$ cat src/rtl/vga_timing_pkg.sv
// Shared 640x480@60 VGA timing constants and the colour type used by the pixel generators.
package vga_timing_pkg;

  localparam int unsigned DEF_CLK_DIV   = 4;

  localparam int unsigned DEF_H_DISPLAY = 640;
  localparam int unsigned DEF_H_FRONT   = 16;
  localparam int unsigned DEF_H_SYNC    = 96;
  localparam int unsigned DEF_H_BACK    = 48;

  localparam int unsigned DEF_V_DISPLAY = 480;
  localparam int unsigned DEF_V_FRONT   = 10;
  localparam int unsigned DEF_V_SYNC    = 2;
  localparam int unsigned DEF_V_BACK    = 33;

  localparam int unsigned DEF_H_TOTAL =
      DEF_H_DISPLAY + DEF_H_FRONT + DEF_H_SYNC + DEF_H_BACK;
  localparam int unsigned DEF_V_TOTAL =
      DEF_V_DISPLAY + DEF_V_FRONT + DEF_V_SYNC + DEF_V_BACK;

  localparam int unsigned DEF_H_SYNC_START = DEF_H_DISPLAY + DEF_H_FRONT;
  localparam int unsigned DEF_H_SYNC_END   = DEF_H_SYNC_START + DEF_H_SYNC - 1;
  localparam int unsigned DEF_V_SYNC_START = DEF_V_DISPLAY + DEF_V_FRONT;
  localparam int unsigned DEF_V_SYNC_END   = DEF_V_SYNC_START + DEF_V_SYNC - 1;

  // Width of the pixel/line counters; covers totals up to 1024.
  localparam int unsigned CNT_W = 10;

  // {R[3:0], G[3:0], B[3:0]}
  typedef logic [11:0] rgb_t;

  function automatic logic in_window(input logic [CNT_W-1:0] pos,
                                     input logic [CNT_W-1:0] lo,
                                     input logic [CNT_W-1:0] hi);
    return (pos >= lo) && (pos <= hi);
  endfunction

endpackage

$ cat src/rtl/pixel_tick_div.sv
// Divides the system clock into a one-clk pixel enable every CLK_DIV clks.
module pixel_tick_div #(
  parameter int unsigned CLK_DIV = 4
) (
  input  logic clk,
  input  logic reset,
  output logic tick
);

  if (CLK_DIV < 2) begin : g_bad_div
    $error("pixel_tick_div: CLK_DIV must be at least 2");
  end

  localparam int unsigned CNT_W = (CLK_DIV > 2) ? $clog2(CLK_DIV) : 1;
  localparam logic [CNT_W-1:0] CNT_LAST = CNT_W'(CLK_DIV - 1);

  logic [CNT_W-1:0] div_cnt_q, div_cnt_d;

  always_comb begin
    div_cnt_d = div_cnt_q + 1'b1;
    if (div_cnt_q == CNT_LAST) begin
      div_cnt_d = '0;
    end
  end

  always_ff @(posedge clk) begin
    if (reset) begin
      div_cnt_q <= '0;
    end else begin
      div_cnt_q <= div_cnt_d;
    end
  end

  assign tick = (div_cnt_q == CNT_LAST);

endmodule

$ cat src/rtl/vga_sync.sv
// VGA timing generator: pixel/line counters, registered sync/visibility flags,
// frame pulse and blanked RGB output register.
module vga_sync
  import vga_timing_pkg::*;
#(
  parameter int unsigned CLK_DIV   = DEF_CLK_DIV,
  parameter int unsigned H_DISPLAY = DEF_H_DISPLAY,
  parameter int unsigned H_FRONT   = DEF_H_FRONT,
  parameter int unsigned H_SYNC    = DEF_H_SYNC,
  parameter int unsigned H_BACK    = DEF_H_BACK,
  parameter int unsigned V_DISPLAY = DEF_V_DISPLAY,
  parameter int unsigned V_FRONT   = DEF_V_FRONT,
  parameter int unsigned V_SYNC    = DEF_V_SYNC,
  parameter int unsigned V_BACK    = DEF_V_BACK
) (
  input  logic        clk,
  input  logic        reset,
  input  logic [11:0] rgb_in,
  output logic [9:0]  pix_x,
  output logic [9:0]  pix_y,
  output logic        video_on,
  output logic        p_tick,
  output logic        frame_tick,
  output logic        hsync,
  output logic        vsync,
  output logic [11:0] rgb_out
);

  localparam int unsigned H_TOTAL = H_DISPLAY + H_FRONT + H_SYNC + H_BACK;
  localparam int unsigned V_TOTAL = V_DISPLAY + V_FRONT + V_SYNC + V_BACK;

  if (H_TOTAL > (1 << CNT_W) || V_TOTAL > (1 << CNT_W)) begin : g_bad_total
    $error("vga_sync: line or frame total exceeds counter range");
  end

  localparam logic [CNT_W-1:0] H_LAST   = CNT_W'(H_TOTAL - 1);
  localparam logic [CNT_W-1:0] V_LAST   = CNT_W'(V_TOTAL - 1);
  localparam logic [CNT_W-1:0] H_VIS    = CNT_W'(H_DISPLAY);
  localparam logic [CNT_W-1:0] V_VIS    = CNT_W'(V_DISPLAY);
  localparam logic [CNT_W-1:0] HS_START = CNT_W'(H_DISPLAY + H_FRONT);
  localparam logic [CNT_W-1:0] HS_END   = CNT_W'(H_DISPLAY + H_FRONT + H_SYNC - 1);
  localparam logic [CNT_W-1:0] VS_START = CNT_W'(V_DISPLAY + V_FRONT);
  localparam logic [CNT_W-1:0] VS_END   = CNT_W'(V_DISPLAY + V_FRONT + V_SYNC - 1);

  logic tick;

  pixel_tick_div #(
    .CLK_DIV(CLK_DIV)
  ) u_div (
    .clk  (clk),
    .reset(reset),
    .tick (tick)
  );

  logic [CNT_W-1:0] h_cnt_q, h_cnt_d;
  logic [CNT_W-1:0] v_cnt_q, v_cnt_d;
  logic             h_wrap, v_wrap;
  logic             video_on_q, video_on_d;
  logic             hsync_q, hsync_d;
  logic             vsync_q, vsync_d;
  logic             frame_tick_q;
  rgb_t             rgb_out_q;

  always_comb begin
    h_wrap  = (h_cnt_q == H_LAST);
    v_wrap  = (v_cnt_q == V_LAST);
    h_cnt_d = h_wrap ? '0 : h_cnt_q + 1'b1;
    v_cnt_d = v_cnt_q;
    if (h_wrap) begin
      v_cnt_d = v_wrap ? '0 : v_cnt_q + 1'b1;
    end
  end

  // Flags decode the position the counters are about to take, so after the
  // p_tick edge they line up with pix_x/pix_y.
  always_comb begin
    video_on_d = (h_cnt_d < H_VIS) && (v_cnt_d < V_VIS);
    hsync_d    = ~in_window(h_cnt_d, HS_START, HS_END);
    vsync_d    = ~in_window(v_cnt_d, VS_START, VS_END);
  end

  always_ff @(posedge clk) begin
    if (reset) begin
      h_cnt_q      <= '0;
      v_cnt_q      <= '0;
      video_on_q   <= 1'b0;
      hsync_q      <= 1'b1;
      vsync_q      <= 1'b1;
      frame_tick_q <= 1'b0;
      rgb_out_q    <= '0;
    end else begin
      if (tick) begin
        h_cnt_q    <= h_cnt_d;
        v_cnt_q    <= v_cnt_d;
        video_on_q <= video_on_d;
        hsync_q    <= hsync_d;
        vsync_q    <= vsync_d;
      end
      frame_tick_q <= tick && h_wrap && v_wrap;
      rgb_out_q    <= video_on_q ? rgb_t'(rgb_in) : '0;
    end
  end

  assign pix_x      = h_cnt_q;
  assign pix_y      = v_cnt_q;
  assign video_on   = video_on_q;
  assign p_tick     = tick;
  assign frame_tick = frame_tick_q;
  assign hsync      = hsync_q;
  assign vsync      = vsync_q;
  assign rgb_out    = rgb_out_q;

endmodule

$ cat config.mk
export PLATFORM = sky130hd
export DESIGN_NAME = vga_sync
export DESIGN_NICKNAME = d
export VERILOG_FILES = /design/src/rtl/vga_timing_pkg.sv /design/src/rtl/pixel_tick_div.sv /design/src/rtl/vga_sync.sv
export SDC_FILE = /design/constraint.sdc
export NUM_CORES = 1
export LEC_CHECK = 0
export CORE_UTILIZATION = 48
export CTS_CLUSTER_DIAMETER = 50
export DETAILED_ROUTE_END_ITERATION = 6
export PLACE_DENSITY = 0.9
export SETUP_SLACK_MARGIN = 0.4
export SLEW_MARGIN = 10
export SYNTH_ARGS = -nofsm -noshare
export SYNTH_HDL_FRONTEND = slang
export SYNTH_HIERARCHICAL = 1
export SYNTH_SLANG_ARGS = --single-unit
export TNS_END_PERCENT = 20
$ cat constraint.sdc
create_clock -name clk -period 3.1 [get_ports clk]
set_input_delay 0.62 -clock clk [delete_from_list [all_inputs] [get_ports clk]]
set_output_delay 0.62 -clock clk [all_outputs]
set_load 0.1 [all_outputs]
==> results of run 1 <==
-- how the worst min path moves through the flow --
stage / start / endpoint / slack (ps) / cells after the start
2_1_floorplan: u_div/div_cnt_q[0] / u_div/div_cnt_q[0] / 410 / 1
3_3_place_gp: u_div/div_cnt_q[0] / u_div/div_cnt_q[0] / 420 / 1
3_5_place_dp: u_div/div_cnt_q[0] / u_div/div_cnt_q[0] / 440 / 1
4_1_cts: u_div/div_cnt_q[0] / u_div/div_cnt_q[0] / 450 / 1
5_1_grt: u_div/div_cnt_q[0] / u_div/div_cnt_q[0] / 470 / 1
6_report: u_div/div_cnt_q[0] / u_div/div_cnt_q[0] / 440 / 1
-- state kept, by name, summed over array words and instances (netlist names) --
register,flops
frame_tick,1
hsync,1
pix_x,10
pix_y,10
rgb_out,12
u_div/div_cnt_q,2
video_on,1
vsync,1
-- metrics by stage --
stage	cells	instance area, um^2	hold slack (ps)
final	315	2427	437.9
after global routing	315	2427	469.6
after CTS	315	2427	448.1
after detailed placement	307	2313	437.8
after global placement	307	2313	420.7
after floorplan	223	1893	406.1
-- cell usage in the layout, fill, tap and decap left out, types with 2 or more instances in the layout --
| cell | Yosys | layout |
|---|---|---|
| dfxtp_2 | 0 | 4 |
| ha_1 | 5 | 5 |
| and2_1 | 12 | 12 |
| nand2_1 | 11 | 11 |
| and4_1 | 4 | 4 |
| clkdlybuf4s50_1 | 0 | 13 |
| o21ai_0 | 7 | 7 |
| nor2b_1 | 2 | 2 |
| xor2_1 | 9 | 9 |
| and3_1 | 4 | 4 |
| clkbuf_8 | 0 | 5 |
| a41oi_1 | 2 | 2 |
| a211oi_1 | 4 | 4 |
| nand3_1 | 8 | 8 |
| clkinvlp_4 | 0 | 2 |
| xnor2_1 | 5 | 5 |
| inv_1 | 6 | 6 |
| a31oi_1 | 4 | 4 |
| nor2_1 | 24 | 24 |
| nor3_1 | 10 | 10 |
| nand4_1 | 12 | 12 |
| dfxtp_1 | 38 | 34 |
| nor4_1 | 3 | 3 |
| buf_4 | 1 | 40 |
| a21oi_1 | 14 | 14 |
| or3_1 | 3 | 3 |
| nand3b_1 | 2 | 2 |
-- per-layer routing --
layer,track usage,up-vias
met5,0,-
met2,0.3685,58
li1,-,879
met4,0.06667,0
met3,0.05810,7
met1,0.2663,829
-- power by group through the flow --
stage	Clock [uW]	Combinational, uW	Sequential [uW]
6_report	420	110	504
5_1_grt	453	116	505
4_1_cts	426	111	504
3_5_place_dp	0	110	515
3_3_place_gp	0	109	514
2_1_floorplan	0	30.5	559
-- cell families (layout without fill, tap and decap cells) --
kind of cell,after synthesis,in the layout,share of synthesized area
compound gates,38,38,0.1279
xor+xnor,14,14,0.06494
fa+ha+maj,5,5,0.03313
buf+inv,23,67,0.04904
flops,38,38,0.4029
mux,1,1,0.005302
simple gates,104,104,0.3168
-- final cells by class --
type | count | area share
flip-flops and latches | 38 | 0.3155
clock buffers | 5 | 0.02835
repair buffers | 53 | 0.1773
clock inverters | 3 | 0.01856
multi-input cells | 162 | 0.4263
well taps | 48 | 0.02474
inverters | 6 | 0.009278
-- worst max-delay path, cell delays in order, from the launching register on --
cell     delay (ps)
dfxtp_2         400
ha_1            280
and4_1          380
nand3_4         170
or3_1           410
or2_0           220
or3_1           350
a21oi_1         140
==> implementation parameters, run 1 <==
Parameter                              Value

Logic synthesis
  Largest cells by area after synthesis ... dfxtp_1 40%, nor2_1 4.8%, xor2_1 4.2%
  Ys async rst share ... 0
  Count of state elements after synthesis ... 38
  Portion of synthesized cell area occupied by the leading cell type ... 0.4029
  Fraction of the yosys area taken by sequential cells ... 0.4029
  Most numerous cell types in the synthesized netlist ... 38 x dfxtp_1, 24 x nor2_1, 14 x a21oi_1
  Post-synthesis cell type with the largest combined area ... dfxtp_1
  Synthesized area ... 0.001888 mm^2
  Dominant cell by count in the synthesized netlist ... dfxtp_1
  Mean instance size in the synthesized netlist ... 8.467 um^2
  Gate count of the mapped netlist ... 223
  Warnings, synthesis ... 6
  Post-Synthesis Net Count ... 242
  Main flop type after synthesis ... dfxtp_1
  Number of distinct library cells after synthesis ... 43
  Number of synthesized flops with an enable pin ... 0

Global routing
  Number of global-route vias before repair ... 1,622
  GRT Residual Overflow ... 0
  Wire length of the first global-routing pass ... 7.155 mm
  Antenna violations before repair ... 0
  Global Route Usage Sum ... 0.2176
  Largest net degree at the start of global routing ... 14

Timing
  Max-slew violation total from the final report ... 0
  Finish-stage setup viols ... 0
  Final total negative setup slack ... 0 ps
  Share of the clock period used by the worst path after layout ... 0.7767
  Worst rel slew slack ... 0.6106
  F_max ... 415.3 MHz
  Post-layout worst setup margin ... 692.1 ps
  Unrepaired setup endpoints after global routing ... no
  Hold Violations, Final ... 0
  Slew @ Worst Pin ... 582.9 ps
  Clock Skew ... 5.516 ps
  Final critical-path required period ... 2408 ps

Die
  Floorplan row count ... 22
  Chip Height ... 64.72 um
  Die Outline Area ... 0.004188 mm^2
  Io pins ... 51
  Core area ... 0.003716 mm^2
  X dimension of the die ... 64.72 um
  Initial Util ... 0.5081

Routing
  Total Routed Length ... 4.238 mm
  Pre-Repair DR Iteration Count ... 4
  Detailed-routed wire length on met2 ... 1.999 mm
  Number of remaining DRC errors ... 0
  Vias/cell ... 5.629
  WL per Instance ... 13.45 um
  First-iteration detailed-routing DRC count ... 84
  Routed Antenna Nets ... 0
  Highest routed layer ... met4
  Routed metal-1 wirelength ... 1.930 mm
  WL met3 ... 244 um
  Via count ... 1,773

Worst setup path
  Capture point of the critical path ... pix_y[8]
  Startpoint type of the worst setup path ... register
  CP Launch Point ... pix_x[0]
  R2R setup slack ... 690 ps
  Capturing element type of the critical path ... register
  Path type of the worst setup path ... register to register
  Peak fanout along the critical path ... 10
  Critical path data required time ... 3330 ps
  Arrival time at the worst endpoint ... 2630 ps
  Worst flop-to-flop path startpoint ... pix_x[0]
  End of the worst register-to-register path ... pix_y[8]
  Number of cells traversed by the worst register-to-register path ... 7

Cells and area
  Total area of multi-input combinational cells ... 0.001035 mm^2
  Register cell area after layout ... 765.7 um^2
  # diodes ... 0
  Utilization after layout ... 0.6532
  Layout overhead on the synthesized area ... 28.56%
  Filler instances ... 319
  Share of final-layout standard cells stronger than drive strength 1 ... 0.2135
  Count of nets after finishing ... 285

Power and ir drop
  Internal Power ... 771.9 uW
  Final Power ... 1034 uW
  Net Sw Power ... 262.0 uW
  Logic pwr share ... 0.107
  Worst VDD drop ... 0.2550 mV
  Total leakage power ... 0.0009372 uW
  Power Dens Cells ... 426.0 mW/mm^2
  Clock power frac ... 0.406
  Sequential share of power ... 0.487
  Switching portion of total power ... 0.2534

CTS
  Root Buffer Master ... clkbuf_8
  Bufs on Longest Clock Path ... 2
  Clk sinks ... 38
  Clock tree from TritonCTS ... yes
  Count of instances resized after the clock tree is built ... 0
  Number of setup buffers added after CTS ... 0
  Clock-pin slew of the registers on the worst-case setup and hold paths ... 70 ps
  Cts hold-fix bufs ... 0
  Clock latency of the later-clocked register in the worst-skew pair ... 290 ps
  Depth of the CTS H-tree ... 2
  Number of buffers inserted during clock tree synthesis ... 5

Placement
  DP HPWL ... 3.058 mm
  IO buf count ... 50
  DP Worst Slack ... 749.0 ps
  Weighted congestion reported at the end of routability-driven placement ... 0.8855

Flow run
  # Max-Cap Violations ... 0

Worst hold path
  Tightest Hold Check Type ... register to register

Outcome
  Outcome ... complete, no violations
Note: power is estimated with default switching activity, not from simulation.
==> run 2, diff against run 1 <==
Clock period 3.1 ns to 2.3 ns, I/O delays scaled along.
==> implementation parameters, run 2 (synthesis results as in run 1) <==
Parameter                              Value

Routing
  WL per Instance ... 14.50 um (was 13.45 um)
  Routed Antenna Nets ... 0 (unchanged)
  Total Routed Length ... 4.727 mm (was 4.238 mm)
  Number of remaining DRC errors ... 0 (unchanged)
  Vias/cell ... 5.684 (was 5.629)
  Pre-Repair DR Iteration Count ... 4 (unchanged)
  Via count ... 1,853 (was 1,773)
  First-iteration detailed-routing DRC count ... 151 (was 84)

Worst hold path
  Tightest Hold Check Type ... register to register (unchanged)
  WHS Path Cells ... 1 (unchanged)
  Endpoint, Worst Hold ... u_div/div_cnt_q[0] (unchanged)
  Startpoint of the lowest-slack hold path ... u_div/div_cnt_q[0] (unchanged)

CTS
  Number of buffers inserted during clock tree synthesis ... 5 (unchanged)
  Clock latency of the later-clocked register in the worst-skew pair ... 290 ps (about the same)
  Clock tree from TritonCTS ... yes (unchanged)
  Clock-pin slew of the registers on the worst-case setup and hold paths ... 70 ps (about the same)
  Root Buffer Master ... clkbuf_8 (unchanged)
  Bufs on Longest Clock Path ... 2 (unchanged)
  Depth of the CTS H-tree ... 2 (unchanged)
  Clk sinks ... 38 (unchanged)

Cells and area
  Finished layout cell area ... 0.002654 mm^2 (was 0.002427 mm^2)
  # diodes ... 0 (unchanged)
  Count of nets after finishing ... 296 (was 285)
  Final Non-Filler Cells ... 326 (was 315)
  Highest-count cells in the layout ignoring fill and taps ... 49 x buf_4, 22 x nor2_1, 20 x dfxtp_1 (was 40 x buf_4, 34 x dfxtp_1, 24 x nor2_1)
  Commonest non-fill, non-tap cell in the layout ... buf_4 (unchanged)
  Layout overhead on the synthesized area ... 40.56% (was 28.56%)
  Share of final-layout standard cells stronger than drive strength 1 ... 0.3453 (was 0.2135)
  Filler instances ... 270 (was 319)
  Max reg flops ... 12 (unchanged)

Placement
  Number of cells after detailed placement ... 309 (was 307)
  IO buf count ... 50 (unchanged)
  DP HPWL ... 3.124 mm (was 3.058 mm)
  Placement Cell Area ... 0.002416 mm^2 (was 0.002313 mm^2)
  Weighted congestion reported at the end of routability-driven placement ... 0.8787 (was 0.8855)
  DP Worst Slack ... 247.1 ps (was 749.0 ps)

Global routing
  GRT Residual Overflow ... 0 (unchanged)
  Antenna violations before repair ... 0 (unchanged)
  Largest net degree at the start of global routing ... 23 (was 14)
  Wire length of the first global-routing pass ... 7.576 mm (was 7.155 mm)
  Number of global-route vias before repair ... 1,670 (was 1,622)
  Global Route Usage Sum ... 0.2340 (was 0.2176)

Power and ir drop
  Power Dens Cells ... 503.5 mW/mm^2 (was 426.0 mW/mm^2)
  Worst VDD drop ... 0.4118 mV (was 0.2550 mV)
  Total leakage power ... 0.001010 uW (was 0.0009372 uW)
  Final Power ... 1336 uW (was 1034 uW)

Worst setup path
  Critical-path top delay cell ... dfxtp_4 (was or3_1)
  End of the worst register-to-register path ... pix_y[8] (unchanged)
  Worst flop-to-flop path startpoint ... pix_y[2] (was pix_x[0])
  Total stage count of the critical path ... 6 (was 7)
  Peak fanout along the critical path ... 11 (was 10)
  Startpoint type of the worst setup path ... register (unchanged)
  Cells along the critical path ... and3_1, nand4_1, or3_4, or2_1, or3_1, a21oi_1 (was ha_1, and4_1, nand3_4, or3_1, or2_0, or3_1, a21oi_1)
  Path type of the worst setup path ... register to register (unchanged)
  Capturing element type of the critical path ... register (unchanged)
  Number of cells traversed by the worst register-to-register path ... 6 (was 7)
  Longest individual stage delay on the worst path ... 410 ps (about the same)
  Arrival time at the worst endpoint ... 2090 ps (was 2630 ps)
  Worst path bufs/invs ... 0 (unchanged)
  R2R setup slack ... 440 ps (was 690 ps)
  Critical path data required time ... 2530 ps (was 3330 ps)
  Category of cells accounting for the largest share of critical-path delay ... simple AND/OR/NAND/NOR gates (unchanged)

Outcome
  Outcome ... complete, no violations (unchanged)

Flow run
  # Max-Cap Violations ... 0 (unchanged)

Timing
  Final total negative setup slack ... 0 ps (unchanged)
  Hold Violations, Final ... 0 (unchanged)
  Post-layout worst setup margin ... 438.4 ps (was 692.1 ps)
  F_max ... 537.2 MHz (was 415.3 MHz)
  Share of the clock period used by the worst path after layout ... 0.8094 (was 0.7767)
  Finish-stage setup viols ... 0 (unchanged)
  Unrepaired setup endpoints after global routing ... yes (was no)
  Worst rel slew slack ... 0.5894 (was 0.6106)
  Clock Skew ... 4.401 ps (was 5.516 ps)
  Slew @ Worst Pin ... 614.6 ps (was 582.9 ps)
  Max-slew violation total from the final report ... 0 (unchanged)
  Final critical-path required period ... 1862 ps (was 2408 ps)

Die
  Initial Util ... 0.5081 (unchanged)
  Floorplan row count ... 22 (unchanged)
  Core area ... 0.003716 mm^2 (unchanged)
  Io pins ... 51 (unchanged)
  Chip Height ... 64.72 um (unchanged)
  Die Outline Area ... 0.004188 mm^2 (unchanged)
  X dimension of the die ... 64.72 um (unchanged)
-- run 2: cell types whose count changed in the layout (fill, tap and decap cells not counted), moves of 3 or more --
cell / change
buf_4: +9
ha_4: +3
nor3_2: +3
dfxtp_4: +12
nor3_1: -3
ha_1: -3
dfxtp_1: -14
-- run 2: worst max-delay path by stage --
| stage | from | end | slack [ps] |
|---|---|---|---|
| 6_report | pix_y[2] | pix_y[8] | 440 |
| 5_1_grt | pix_x[0] | video_on | 360 |
| 4_1_cts | pix_x[8] | pix_y[8] | 390 |
| 3_5_place_dp | pix_x[1] | pix_y[8] | 250 |
| 3_3_place_gp | pix_x[1] | pix_y[8] | 280 |
| 2_1_floorplan | pix_x[1] | pix_y[8] | 40 |
-- run 2: layout make-up --
type | count | area (um^2) | share of cell area
multi-input cells | 162 | 1125 | 0.4239
clock inverters | 2 | 10.01 | 0.003772
well taps | 48 | 60.06 | 0.02263
clock buffers | 6 | 93.84 | 0.03536
flip-flops and latches | 38 | 813.3 | 0.3065
repair buffers | 64 | 529.3 | 0.1994
inverters | 6 | 22.52 | 0.008487
-- run 2: power breakdown --
| group | total (uW) | switching [uW] | internal (uW) |
|---|---|---|---|
| Sequential | 667 | 8.83 | 658 |
| Clock | 508 | 233 | 275 |
| Combinational | 161 | 106 | 55.0 |
-- run 2: timing repair --
item,CTS,global route
pin swaps,2,7
gates resized for setup,3,16
hold buffers,0,0
endpoints found under the setup margin,3,5
buffers inserted,6,3
-- run 2: through the flow --
step / util / hold WS [ps]
after floorplan: - / 444.7
after global placement: 0.6502 / 452.9
after detailed placement: 0.6502 / 472.2
after CTS: 0.6929 / 482.4
after global routing: 0.7141 / 521.9
final: 0.7141 / 480.2
-- run 2: routing by layer --
metal	up-vias	routed length [um]	GRT usage
met5	-	0	0
met4	0	77	0.09444
met3	9	309	0.06514
li1	909	-	-
met1	860	2100	0.2904
met2	75	2239	0.3789
==> edit (flow settings as in run 1) <==
The package constant `DEF_CLK_DIV` goes from 4 to 8.
--- a/src/rtl/vga_timing_pkg.sv
+++ b/src/rtl/vga_timing_pkg.sv
@@ -1,7 +1,7 @@
 // Shared 640x480@60 VGA timing constants and the colour type used by the pixel generators.
 package vga_timing_pkg;
 
-  localparam int unsigned DEF_CLK_DIV   = 4;
+  localparam int unsigned DEF_CLK_DIV   = 8;
 
   localparam int unsigned DEF_H_DISPLAY = 640;
   localparam int unsigned DEF_H_FRONT   = 16;
Check against the original RTL: not equivalent (Yosys sat finds a counterexample within 4 cycles, from zero or initial values and one cycle with reset high).
==> edit against run 1 <==
Routed wire length rose by 11%; area after synthesis rose by 11%; critical path depth fell by 4; sequential cell count rose by 1; design area rose by 5.9%; sequential share of layout area fell by 1.1 points; setup slack improved by 0.024 ns; highest routed layer unchanged.
Power is not compared: it rests on default switching activity, and its combinational part moved more than twofold at a synthesized area within 25%.
==> edit: results (changes against run 1) <==
Post-Place Setup Slack=0.7788 ns (+0.02972 ns); register area share after synthesis=37.14% (-3.1 points); NumNets Final=312 (+9.5%); GRT Total Usage=21.66% (-0.11 points); layout cells sized above 1=21.50% (+0.15 points); RD Place Congestion=0.8701 (-1.7%); yosys warns=6 (unchanged); Antenna Cells=0 (unchanged); syn_nets=271 (+12%); CTS buffer count=5 (unchanged); Post-Layout Cell Count=343 (+8.9%); max reg flops=12 (unchanged); Via Count=1,908 (+7.6%); Root Buffer=clkbuf_8; largest cells by area after synthesis=dfxtp_1 37%, and2_1 4.2%, a21oi_1 3.8%, ha_1 3.6%, nand2_1 3.4%; status=finished, final reports clean; CP max-delay cell=ha_1; WL/cell=13.74 um (+2.1%); CP max stage delay=0.58 ns (+0.17 ns); Worst Path Arrival=1.76 ns (-0.87 ns); # fillers=372 (+17%); vias in the first global route=1,711 (+5.5%); Worst-Margin Slew=0.7219 ns (+0.1391 ns); post-DP HPWL=3.338 mm (+9.2%); Worst path top cell family by delay=adder cells; drt first-iter violations=198 (+140%); initial antenna violation count=0 (unchanged); Gate Count Post-Synth=251 (+13%); synth cell count leaders=39 x dfxtp_1, 19 x nand2_1, 17 x nor2_1; synth unique cells=56 (+30%); Clock Skew=0.01114 ns (+0.005628 ns); Crit Path Max Fanout=19 (+9); largest net degree at the start of global routing=20 (+6)
edit: cell count changes after synthesis, moves of 3 or more:
cell	before	now
buf_6	0	3
o21ai_0	7	14
nand4_1	12	6
nor2_1	24	17
or4_1	0	3
inv_1	6	9
nand2_1	11	19
clkbuf_1	12	9
xor2_1	9	4
buf_2	2	5
edit: cell type report:
type	count	share of cell area, %
inverter	9	1.314
sequential	39	30.46
tap	50	2.433
clock inverter	2	0.4866
clock buffer	6	2.822
timing repair buffer	54	17.03
multi-input combinational	183	45.45
edit: power by group:
group | switching [uW] | internal (uW) | leakage (uW) | total, uW
Combinational | 15.6 | 19.7 | 0.000619 | 35.3
Clock | 180 | 157 | 0.0000412 | 337
Sequential | 1.54 | 504 | 0.000316 | 506
edit: kinds of logic (layout without fill, tap and decap cells):
logic type               Yosys count  after routing  share of synthesized area [%]
AND/OR/NAND/NOR                  113            113                          30.71
AO/OA/AOI/OAI                     55             55                          17.38
flip-flops                        39             39                          37.14
buffers and inverters             29             71                          7.261
XOR/XNOR                           7              7                          2.917
adder cells (fa/ha/maj)            6              6                          3.571
multiplexers                       2              2                          1.012
edit: path summary, 6_finish.rpt:
path	from	to	slack, ns	cells after the start
max	u_div/div_cnt_q[0]$_SDFF_PP0_	p_tick	0.72	3
min	u_div/div_cnt_q[0]$_SDFF_PP0_	u_div/div_cnt_q[0]$_SDFF_PP0_	0.42	1
max reg2reg	pix_x[1]$_SDFFE_PP0P_	video_on$_SDFFE_PP0P_	0.74	6
min reg2reg	u_div/div_cnt_q[0]$_SDFF_PP0_	u_div/div_cnt_q[0]$_SDFF_PP0_	0.42	1
edit: metal layers:
layer,up-vias,share of wire (%),global-route usage (%)
met5,-,0,0
met4,0,1.5,8.854
met3,8,4.3,5.333
met2,50,50,36.40
met1,866,44,26.14
li1,984,-,-
edit: per-stage QoR:
stage / utilization (%) / cell area [um2] / hold slack, ns
after CTS: 62.48 / 2571 / 0.4269
after detailed placement: 60.41 / 2486 / 0.4155
after floorplan: - / 2105 / 0.3964
after global routing: 62.48 / 2571 / 0.4623
final: 62.48 / 2571 / 0.4225
after global placement: 60.41 / 2486 / 0.4089
